<file path="config.mk">
export PLATFORM = sky130hd
export DESIGN_NAME = antitheft_dspl_fmt_flat
export DESIGN_NICKNAME = d
export VERILOG_FILES = /design/src/rtl/antitheft_dspl_fmt_if.sv /design/src/rtl/antitheft_dspl_fmt.sv /design/src/flat_wrapper.sv
export SDC_FILE = /design/constraint.sdc
export NUM_CORES = 1
export LEC_CHECK = 0
export CAP_MARGIN = 20
export CORE_ASPECT_RATIO = 0.75
export CORE_MARGIN = 5
export CORE_UTILIZATION = 55
export DETAILED_ROUTE_END_ITERATION = 8
export DONT_BUFFER_PORTS = 1
export PLACE_DENSITY = 0.75
export SYNTH_ARGS = -nofsm -noshare
export SYNTH_HDL_FRONTEND = slang
export SYNTH_SLANG_ARGS = --single-unit
</file>
<file path="constraint.sdc">
create_clock -name clock -period 14.6 [get_ports clock]
set_clock_uncertainty 0.2 [all_clocks]
set_input_delay 2.92 -clock clock [delete_from_list [all_inputs] [get_ports clock]]
set_output_delay 2.92 -clock clock [all_outputs]
set_load 0.05 [all_outputs]
</file>
<file path="src/rtl/antitheft_dspl_fmt_if.sv">
// Bundle between the anti-theft FSM, this display formatter and the 8-digit display driver.
// Digit words are {en, hex[3:0], dp}, with d1 the leftmost digit.
interface antitheft_dspl_fmt_if;
    logic [2:0] state_code;
    logic       load;
    logic [6:0] load_val;
    logic       pause;
    logic       alarm;
    logic       running;
    logic       expired;
    logic [5:0] d1;
    logic [5:0] d2;
    logic [5:0] d3;
    logic [5:0] d4;
    logic [5:0] d5;
    logic [5:0] d6;
    logic [5:0] d7;
    logic [5:0] d8;

    modport master (
        output state_code, load, load_val, pause, alarm,
        input  running, expired, d1, d2, d3, d4, d5, d6, d7, d8
    );

    modport slave (
        input  state_code, load, load_val, pause, alarm,
        output running, expired, d1, d2, d3, d4, d5, d6, d7, d8
    );
endinterface

</file>
<file path="src/rtl/antitheft_dspl_fmt.sv">
// Anti-theft display formatter: BCD 0-99 s countdown, state-code digit, heartbeat
// point and alarm blink, producing eight registered digit words for the display driver.
module antitheft_dspl_fmt #(
    parameter int SEC_CYCLES   = 100_000_000,
    parameter int BLINK_CYCLES = 25_000_000
) (
    input  logic           clock,
    input  logic           reset,
    antitheft_dspl_fmt_if.slave bus
);
    localparam int PW = $clog2(SEC_CYCLES);
    localparam int BW = (BLINK_CYCLES > 1) ? $clog2(BLINK_CYCLES) : 1;

    logic [3:0]    r_tens;
    logic [3:0]    r_units;
    logic [PW-1:0] r_presc;
    logic [BW-1:0] r_blink_cnt;
    logic          r_blink_phase;
    logic          r_expired;

    logic [3:0]    w_tens_nx;
    logic [3:0]    w_units_nx;
    logic [PW-1:0] w_presc_nx;
    logic          w_expired_nx;
    logic [6:0]    w_load_sat;
    logic [7:0]    w_load_bcd;
    logic          w_nonzero;
    logic          w_running;
    logic          w_tick;
    logic          w_hb;
    logic          w_gate;

    // Repeated subtraction keeps the binary-to-BCD split free of a divider.
    function automatic logic [7:0] bin_to_bcd(input logic [6:0] v);
        logic [6:0] rem;
        logic [3:0] t;
        rem = v;
        t   = 4'd0;
        for (int k = 0; k < 9; k++) begin
            if (rem >= 7'd10) begin
                rem = rem - 7'd10;
                t   = t + 4'd1;
            end else begin
                rem = rem;
            end
        end
        return {t, rem[3:0]};
    endfunction

    assign w_load_sat  = (bus.load_val > 7'd99) ? 7'd99 : bus.load_val;
    assign w_load_bcd  = bin_to_bcd(w_load_sat);
    assign w_nonzero   = (r_tens != 4'd0) || (r_units != 4'd0);
    assign w_running   = w_nonzero && !bus.pause;
    assign w_tick      = w_running && (r_presc == PW'(SEC_CYCLES - 1));
    assign w_hb        = w_running && (r_presc < PW'(SEC_CYCLES / 2));
    assign w_gate      = bus.alarm ? r_blink_phase : 1'b1;
    assign bus.running = w_running;
    assign bus.expired = r_expired;

    // Next countdown/prescaler state; load beats a coincident tick and never expires.
    always_comb begin
        w_tens_nx    = r_tens;
        w_units_nx   = r_units;
        w_presc_nx   = r_presc;
        w_expired_nx = 1'b0;
        if (bus.load) begin
            w_tens_nx  = w_load_bcd[7:4];
            w_units_nx = w_load_bcd[3:0];
            w_presc_nx = '0;
        end else if (w_tick) begin
            w_presc_nx   = '0;
            w_expired_nx = (r_tens == 4'd0) && (r_units == 4'd1);
            if (r_units != 4'd0) begin
                w_units_nx = r_units - 4'd1;
            end else begin
                w_units_nx = 4'd9;
                w_tens_nx  = r_tens - 4'd1;
            end
        end else if (w_running) begin
            w_presc_nx = r_presc + PW'(1);
        end else begin
            w_presc_nx = r_presc;
        end
    end

    // Countdown, prescaler, expiry pulse and blink phase state.
    always_ff @(posedge clock) begin
        if (reset) begin
            r_tens        <= 4'd0;
            r_units       <= 4'd0;
            r_presc       <= '0;
            r_expired     <= 1'b0;
            r_blink_cnt   <= '0;
            r_blink_phase <= 1'b1;
        end else begin
            r_tens    <= w_tens_nx;
            r_units   <= w_units_nx;
            r_presc   <= w_presc_nx;
            r_expired <= w_expired_nx;
            // Idle alarm parks the blinker so the next alarm opens in the visible phase.
            if (!bus.alarm) begin
                r_blink_cnt   <= '0;
                r_blink_phase <= 1'b1;
            end else if (r_blink_cnt == BW'(BLINK_CYCLES - 1)) begin
                r_blink_cnt   <= '0;
                r_blink_phase <= ~r_blink_phase;
            end else begin
                r_blink_cnt   <= r_blink_cnt + BW'(1);
            end
        end
    end

    // Registered digit words; blink gating touches only the enable bit.
    always_ff @(posedge clock) begin
        if (reset) begin
            bus.d1 <= 6'b100000;
            bus.d2 <= 6'd0;
            bus.d3 <= 6'd0;
            bus.d4 <= 6'd0;
            bus.d5 <= 6'd0;
            bus.d6 <= 6'b100000;
            bus.d7 <= 6'd0;
            bus.d8 <= 6'd0;
        end else begin
            bus.d1 <= {w_gate, 1'b0, bus.state_code, 1'b0};
            bus.d2 <= 6'd0;
            bus.d3 <= 6'd0;
            bus.d4 <= 6'd0;
            bus.d5 <= {w_gate & (r_tens != 4'd0), r_tens, 1'b0};
            bus.d6 <= {w_gate, r_units, w_hb};
            bus.d7 <= 6'd0;
            bus.d8 <= {w_gate & bus.alarm, 4'hA, 1'b0};
        end
    end
endmodule

</file>
<file path="src/flat_wrapper.sv">
// flat-port wrapper written by rule: the top's interface ports become plain ports
module antitheft_dspl_fmt_flat 
#(
    parameter int SEC_CYCLES   = 100_000_000,
    parameter int BLINK_CYCLES = 25_000_000
)
  (clock, reset, bus_state_code, bus_load, bus_load_val, bus_pause, bus_alarm, bus_running, bus_expired, bus_d1, bus_d2, bus_d3, bus_d4, bus_d5, bus_d6, bus_d7, bus_d8);
  antitheft_dspl_fmt_if bus_i ();
  input  logic clock;
  input  logic reset;
  input wire logic [$bits(bus_i.state_code)-1:0] bus_state_code;
  input wire logic [$bits(bus_i.load)-1:0] bus_load;
  input wire logic [$bits(bus_i.load_val)-1:0] bus_load_val;
  input wire logic [$bits(bus_i.pause)-1:0] bus_pause;
  input wire logic [$bits(bus_i.alarm)-1:0] bus_alarm;
  output wire logic [$bits(bus_i.running)-1:0] bus_running;
  output wire logic [$bits(bus_i.expired)-1:0] bus_expired;
  output wire logic [$bits(bus_i.d1)-1:0] bus_d1;
  output wire logic [$bits(bus_i.d2)-1:0] bus_d2;
  output wire logic [$bits(bus_i.d3)-1:0] bus_d3;
  output wire logic [$bits(bus_i.d4)-1:0] bus_d4;
  output wire logic [$bits(bus_i.d5)-1:0] bus_d5;
  output wire logic [$bits(bus_i.d6)-1:0] bus_d6;
  output wire logic [$bits(bus_i.d7)-1:0] bus_d7;
  output wire logic [$bits(bus_i.d8)-1:0] bus_d8;
  assign bus_i.state_code = bus_state_code;
  assign bus_i.load = bus_load;
  assign bus_i.load_val = bus_load_val;
  assign bus_i.pause = bus_pause;
  assign bus_i.alarm = bus_alarm;
  assign bus_running = bus_i.running;
  assign bus_expired = bus_i.expired;
  assign bus_d1 = bus_i.d1;
  assign bus_d2 = bus_i.d2;
  assign bus_d3 = bus_i.d3;
  assign bus_d4 = bus_i.d4;
  assign bus_d5 = bus_i.d5;
  assign bus_d6 = bus_i.d6;
  assign bus_d7 = bus_i.d7;
  assign bus_d8 = bus_i.d8;
  antitheft_dspl_fmt #(.SEC_CYCLES(SEC_CYCLES), .BLINK_CYCLES(BLINK_CYCLES)) u_core (.clock(clock), .reset(reset), .bus(bus_i));
endmodule
</file>
==> results of run 1 <==
==> layout by cell type (no fill, tap or decap), types with 4 or more instances in the layout <==
cell	n
a31oi_1	6
inv_1	18
mux2_2	10
nor2_1	93
and4_1	5
clkbuf_16	9
nor3_1	16
o211ai_1	8
nor3b_1	5
nand4b_1	4
nand4_1	11
xnor2_1	23
a211oi_1	5
a21oi_1	23
xor2_1	47
or3_1	8
o211a_1	5
dfxtp_1	78
nand2_1	57
and2_1	13
nand3_1	29
nor2_2	4
nor4_1	6
o21ai_0	30
o21ai_1	4
o21a_1	5
conb_1	30
a21o_1	7
mux2i_1	12
and3_1	15
nor2b_1	17
nand2b_1	4
ha_1	19
==> power by group <==
| part | switching, uW | internal, uW | leakage [uW] |
|---|---|---|---|
| sequential | 30.4 | 230 | 0.000634 |
| combinational | 790 | 544 | 0.00158 |
| clock | 83.4 | 137 | 0.000142 |
==> metrics by stage <==
step,hold slack (ns),instances,setup WS [ns],util
floorplan,0.226,760,2.18,-
global placement,0.249,848,1.50,0.551
detailed placement,0.259,848,1.01,0.551
CTS,0.274,864,1.33,0.579
global route,0.290,864,0.478,0.579
finish,0.274,864,1.19,0.579
==> kinds of logic (layout without fill, tap and decap cells) <==
kind of cell,count (synthesis),count (layout),share of synthesized area
AOI/OAI and AO/OA,157,157,0.207
xor gates and xnor gates,74,74,0.115
adders and majority gates,19,19,0.0398
buffers and inverters,72,36,0.0679
DFF,78,78,0.261
muxes,23,23,0.0415
other,1,30,0.000628
and+or+nand+nor,307,307,0.266
==> critical path, delay by kind of cell <==
kind / cells / cell delay (ns)
AO/OA/AOI/OAI: 13 / 4.38
multiplexers: 4 / 1.68
adder cells (fa/ha/maj): 6 / 1.64
AND/OR/NAND/NOR: 11 / 1.53
XOR/XNOR: 3 / 0.86
buffers and inverters: 4 / 0.42
==> cell type report <==
class	count	area, sq um	area share
Multi-Input combinational cell	610	4120	0.661
Sequential cell	78	1560	0.250
Clock buffer	11	243	0.0389
Tap cell	140	175	0.0281
Inverter	20	77.6	0.0124
Clock inverter	5	58.8	0.00943
==> registers in the layout, indices dropped and copies added, names as in the netlist <==
signal,cells
u_core.bus.d1,3
u_core.bus.d5,5
u_core.bus.d6,6
u_core.bus.d8,2
u_core.bus.expired,1
u_core.r_blink_cnt,25
u_core.r_blink_phase,1
u_core.r_presc,27
u_core.r_tens,4
u_core.r_units,4
==> routing by layer <==
layer	part of all wire	routed length, um	vias to the layer above
met1	0.47	6350	2412
met5	0	0	-
li1	-	-	2550
met4	0.012	163	0
met3	0.075	1020	17
met2	0.44	5990	196
==> final timing paths <==
path	to	slack, ns
worst max-delay path	u_core.r_units[2]	1.19
worst min-delay path	u_core.bus.d5[2]	0.27
worst max register to register	u_core.r_tens[3]	10.24
worst min register to register	u_core.bus.d5[2]	0.27
==> results.cfg, run 1 <==
[layout]
nFillCells = 951
layout-area-overhead-vs-synth_pct = 4.42
insertedDiodeCount = 0
postLayoutCellArea_sq_um = 6240
drive_gt1_frac = 0.0870
nets = 753

[grt]
grt_usage = 0.207
met1_usage = 0.294
grt-busiest-layer = met2
gr-total-overflow = 0
met3_usage = 0.0388
grt_start_max_net_pins = 28
grt_pass1_vias = 4791
use_met2 = 0.323
grt_antenna_before_repair = 0
grt_pass1_wl_mm = 22.4

[die]
dieArea_sq_um = 13100
rows = 33
die_y_um = 100
die_x_um = 130
initial_core_util = 0.554
io_pins = 65
coreArea_sq_um = 10800

[critical_path]
crit_type = primary input to flop
arrival_ns = 13.46
worstPathRequired_ns = 14.65
cp-startpoint = bus_load_val[3]
start_kind = primary input
endpoint_kind = flop
cpMostUsedCell = ha_1
r2r-start = u_core.r_tens[0]
critPathMaxFanout = 12
worstRegToRegCells = 13
max_stage_delay_ns = 0.57
slowest_stage = a2111o_1

[cts]
cts.repair.resized = 0
htreeDepth = 3
numCtsBuffers = 9
holdBufCountCts = 0
cts.sinks = 78
cts_tree = yes
clock_latency_ns = 0.34
cts.clk_slew.worst_paths_ns = 0.06
postCtsSetupBuffers = 0
cts-root-buf = clkbuf_16
cts_buffer_depth = 2

[pwr]
leakage_uw = 0.00236
power_uw = 1810
peakVddDrop_v = 0.000240
power_density_nw_per_um2 = 291

[synth]
synth_edf_count = 0
synthTopCellsByCount = nor2_1 (93), dfxtp_1 (78), nand2_1 (57), xor2_1 (47), buf_4 (34)
synth.area.top_cells = dfxtp_1 (26%), xor2_1 (6.9%), nor2_1 (5.8%)
syn-cell-area_sq_um = 5970
synth_cells = 731
yosysUniqueCellTypes = 94
yosysWarnings = 0
async_reset_ff_frac = 0
synth_seq_cells = 78
post-synth-top-count-cell = nor2_1
synth-main-ff-cell = dfxtp_1
syn_avg_cell_area_sq_um = 8.17
synth_top_area_share = 0.261
synth_area_leader_cell = dfxtp_1
ys_seq_area_frac = 0.261

[timing]
fin_crit_sh = 0.918
finalMaxSlewViolations = 0
setup-violations-final = 0
fmax_ghz = 0.0746
worst-slew-pin-transition_ns = 1.00
slew_headroom = 0.328
rsz0062_at_grt = false
finalSetupTns_ns = 0
hold_viol = 0
fin_crit_ns = 13.41

[route]
vias = 5175
drt_iter0_markers = 344
firstDrtPassIters = 5
wl_per_cell_um = 15.7
ant_nets = 0
drc = 0
viasPerCell = 5.99
wl_mm = 13.5

[hold_path]
worst_hold_path_type = flop to flop
holdPathStages = 2
hp-start = u_core.r_tens[1]

[placement]
dpl.hpwl_mm = 10.3
dpl_cell_area_sq_um = 5940
io_buffers = 0
gp_congestion = 0.925

[outcome]
status = complete, no violations

[flow_run]
maxCapViolations = 0
Note: power is estimated with default switching activity, not from simulation.
==> inputs of run 2 (changes only) <==
PLACE_DENSITY = 0.68   (was 0.75)
==> run 2 against run 1 <==
First-iteration DRC count increased by 25%. Fmax up 0.31%. Power rose by 0.40%. Global-route usage down 0.16 points. Register-to-register slack better by 0.38 ns. Clock-buffer cell count is the same. Die area is the same. Worst setup slack better by 0.041 ns. Critical path type unchanged. Largest cell class unchanged.
==> results.cfg, run 2 (synthesis gave the netlist of run 1 again) <==
[grt]
grt_usage = 0.205
gr-total-overflow = 0
grt_antenna_before_repair = 1
grt_start_max_net_pins = 28
grt_pass1_vias = 4612
grt_pass1_wl_mm = 22.0

[critical_path]
r2r-end = u_core.r_tens[3]
max_stage_delay_ns = 0.58
worstRegToRegCells = 14
worstPathRequired_ns = 14.65
critPathMaxFanout = 12
crit_type = primary input to flop
cpMostUsedCell = ha_1
slowest_stage = a2111o_1
r2r_slack_ns = 10.62
arrival_ns = 13.42
endpoint_kind = flop
r2r-start = u_core.r_tens[0]
start_kind = primary input

[layout]
layout-area-overhead-vs-synth_pct = 5.53
drive_gt1_frac = 0.0897
regMostFlops = u_core.r_presc
final_cell_mix = nor2_1 (93), dfxtp_1 (78), nand2_1 (57)
largest_register_ffs = 27
largestRegisters = u_core.r_presc (27), u_core.r_blink_cnt (25), u_core.bus.d6 (6)
nets = 754
nFillCells = 963
mostFrequentLayoutCell = nor2_1

[route]
drc = 0
wl_mm = 13.4
drt_iter0_markers = 430
viasPerCell = 5.96
firstDrtPassIters = 6
ant_nets = 0
vias = 5161
wl_per_cell_um = 15.5

[hold_path]
worst_hold_path_type = flop to flop
hp-start = u_core.r_blink_cnt[0]
holdPathStages = 1
holdPathEnd = u_core.r_blink_cnt[0]

[pwr]
p_seq_frac = 0.143
p_sw_frac = 0.478
peakVddDrop_v = 0.000227
leakage_uw = 0.00239
p_sw_uw = 871
power_frac_clock = 0.143
pwr-share-comb = 0.714
power_density_nw_per_um2 = 289
internal_power_uw = 950

[timing]
slew_headroom = 0.339
hold_viol = 0
setup-violations-final = 0
rsz0062_at_grt = false
finalMaxSlewViolations = 0
holdWs_ns = 0.262
fmax_ghz = 0.0748
finalSetupTns_ns = 0
fin_crit_ns = 13.37
fin_crit_sh = 0.916
worst-slew-pin-transition_ns = 0.990

[placement]
gp_congestion = 0.901
io_buffers = 0
dpl.hpwl_mm = 10.2

[die]
coreArea_sq_um = 10800
die_x_um = 130
rows = 33
initial_core_util = 0.554
io_pins = 65
dieArea_sq_um = 13100
die_y_um = 100

[cts]
cts.clk_slew.worst_paths_ns = 0.06
htreeDepth = 3
postCtsSetupBuffers = 0
cts_tree = yes
holdBufCountCts = 0
numCtsBuffers = 9
clock_latency_ns = 0.33
cts.sinks = 78
cts.repair.resized = 0
cts-root-buf = clkbuf_16
cts_buffer_depth = 2

[flow_run]
maxCapViolations = 0

[outcome]
status = complete, no violations
-- run 2: cell types whose count changed in the layout (fill, tap and decap cells not counted), sizes merged --
| cell | change |
|---|---|
| bufinv | +2 |
| buf | +1 |
| clkinv | -2 |
| diode | +1 |
-- run 2: critical path: cells and delay by family --
| kind | cells | cell delay (ns) |
|---|---|---|
| AO/OA/AOI/OAI | 15 | 4.63 |
| adder cells (fa/ha/maj) | 6 | 1.68 |
| multiplexers | 4 | 1.66 |
| AND/OR/NAND/NOR | 9 | 1.19 |
| XOR/XNOR | 3 | 0.91 |
| buffers and inverters | 4 | 0.40 |
-- run 2: per-layer routing --
layer  vias to the layer above  track usage  part of all wire
met2                       170        0.291              0.41
met3                        22       0.0622             0.081
met4                         0       0.0506             0.016
met1                      2408        0.303              0.50
met5                         -            0                 0
li1                       2561            -                 -
-- run 2: worst max path at each step --
stage,start,end,slack [ns]
2_1_floorplan,bus_load_val[4],u_core.r_units[2],2.18
3_3_place_gp,bus_load_val[3],u_core.r_units[2],1.52
3_5_place_dp,bus_load_val[3],u_core.r_units[2],0.98
4_1_cts,bus_load_val[3],u_core.r_units[2],1.31
5_1_grt,bus_load_val[3],u_core.r_units[2],0.51
6_report,bus_load_val[3],u_core.r_units[2],1.23
-- run 2: power groups by stage --
stage | Sequential [uW] | Combinational, uW | Clock (uW)
after floorplan | 261 | 1070 | 0
after global placement | 265 | 1240 | 0
after detailed placement | 265 | 1280 | 0
after CTS | 261 | 1290 | 265
after global routing | 262 | 1430 | 278
final | 260 | 1300 | 260
-- run 2: metrics by stage --
stage / setup WS, ns / area [sq um] / power (uW) / util / std cells
6_report: 1.23 / 6300 / 1820 / 0.585 / 866
5_1_grt: 0.511 / 6300 / 1970 / 0.585 / 866
4_1_cts: 1.31 / 6300 / 1810 / 0.585 / 865
3_5_place_dp: 0.982 / 5940 / 1540 / 0.551 / 849
3_3_place_gp: 1.52 / 5940 / 1500 / 0.551 / 849
2_1_floorplan: 2.18 / 6080 / 1340 / - / 760
-- run 2: cell type report --
cell class	count	area [sq um]	area share
tap	140	175	0.0278
antenna	1	2.50	0.000397
timing repair buffer	1	7.51	0.00119
clock buffer	11	253	0.0401
sequential	78	1560	0.248
multi-input combinational	610	4120	0.654
clock inverter	5	105	0.0167
inverter	20	77.6	0.0123
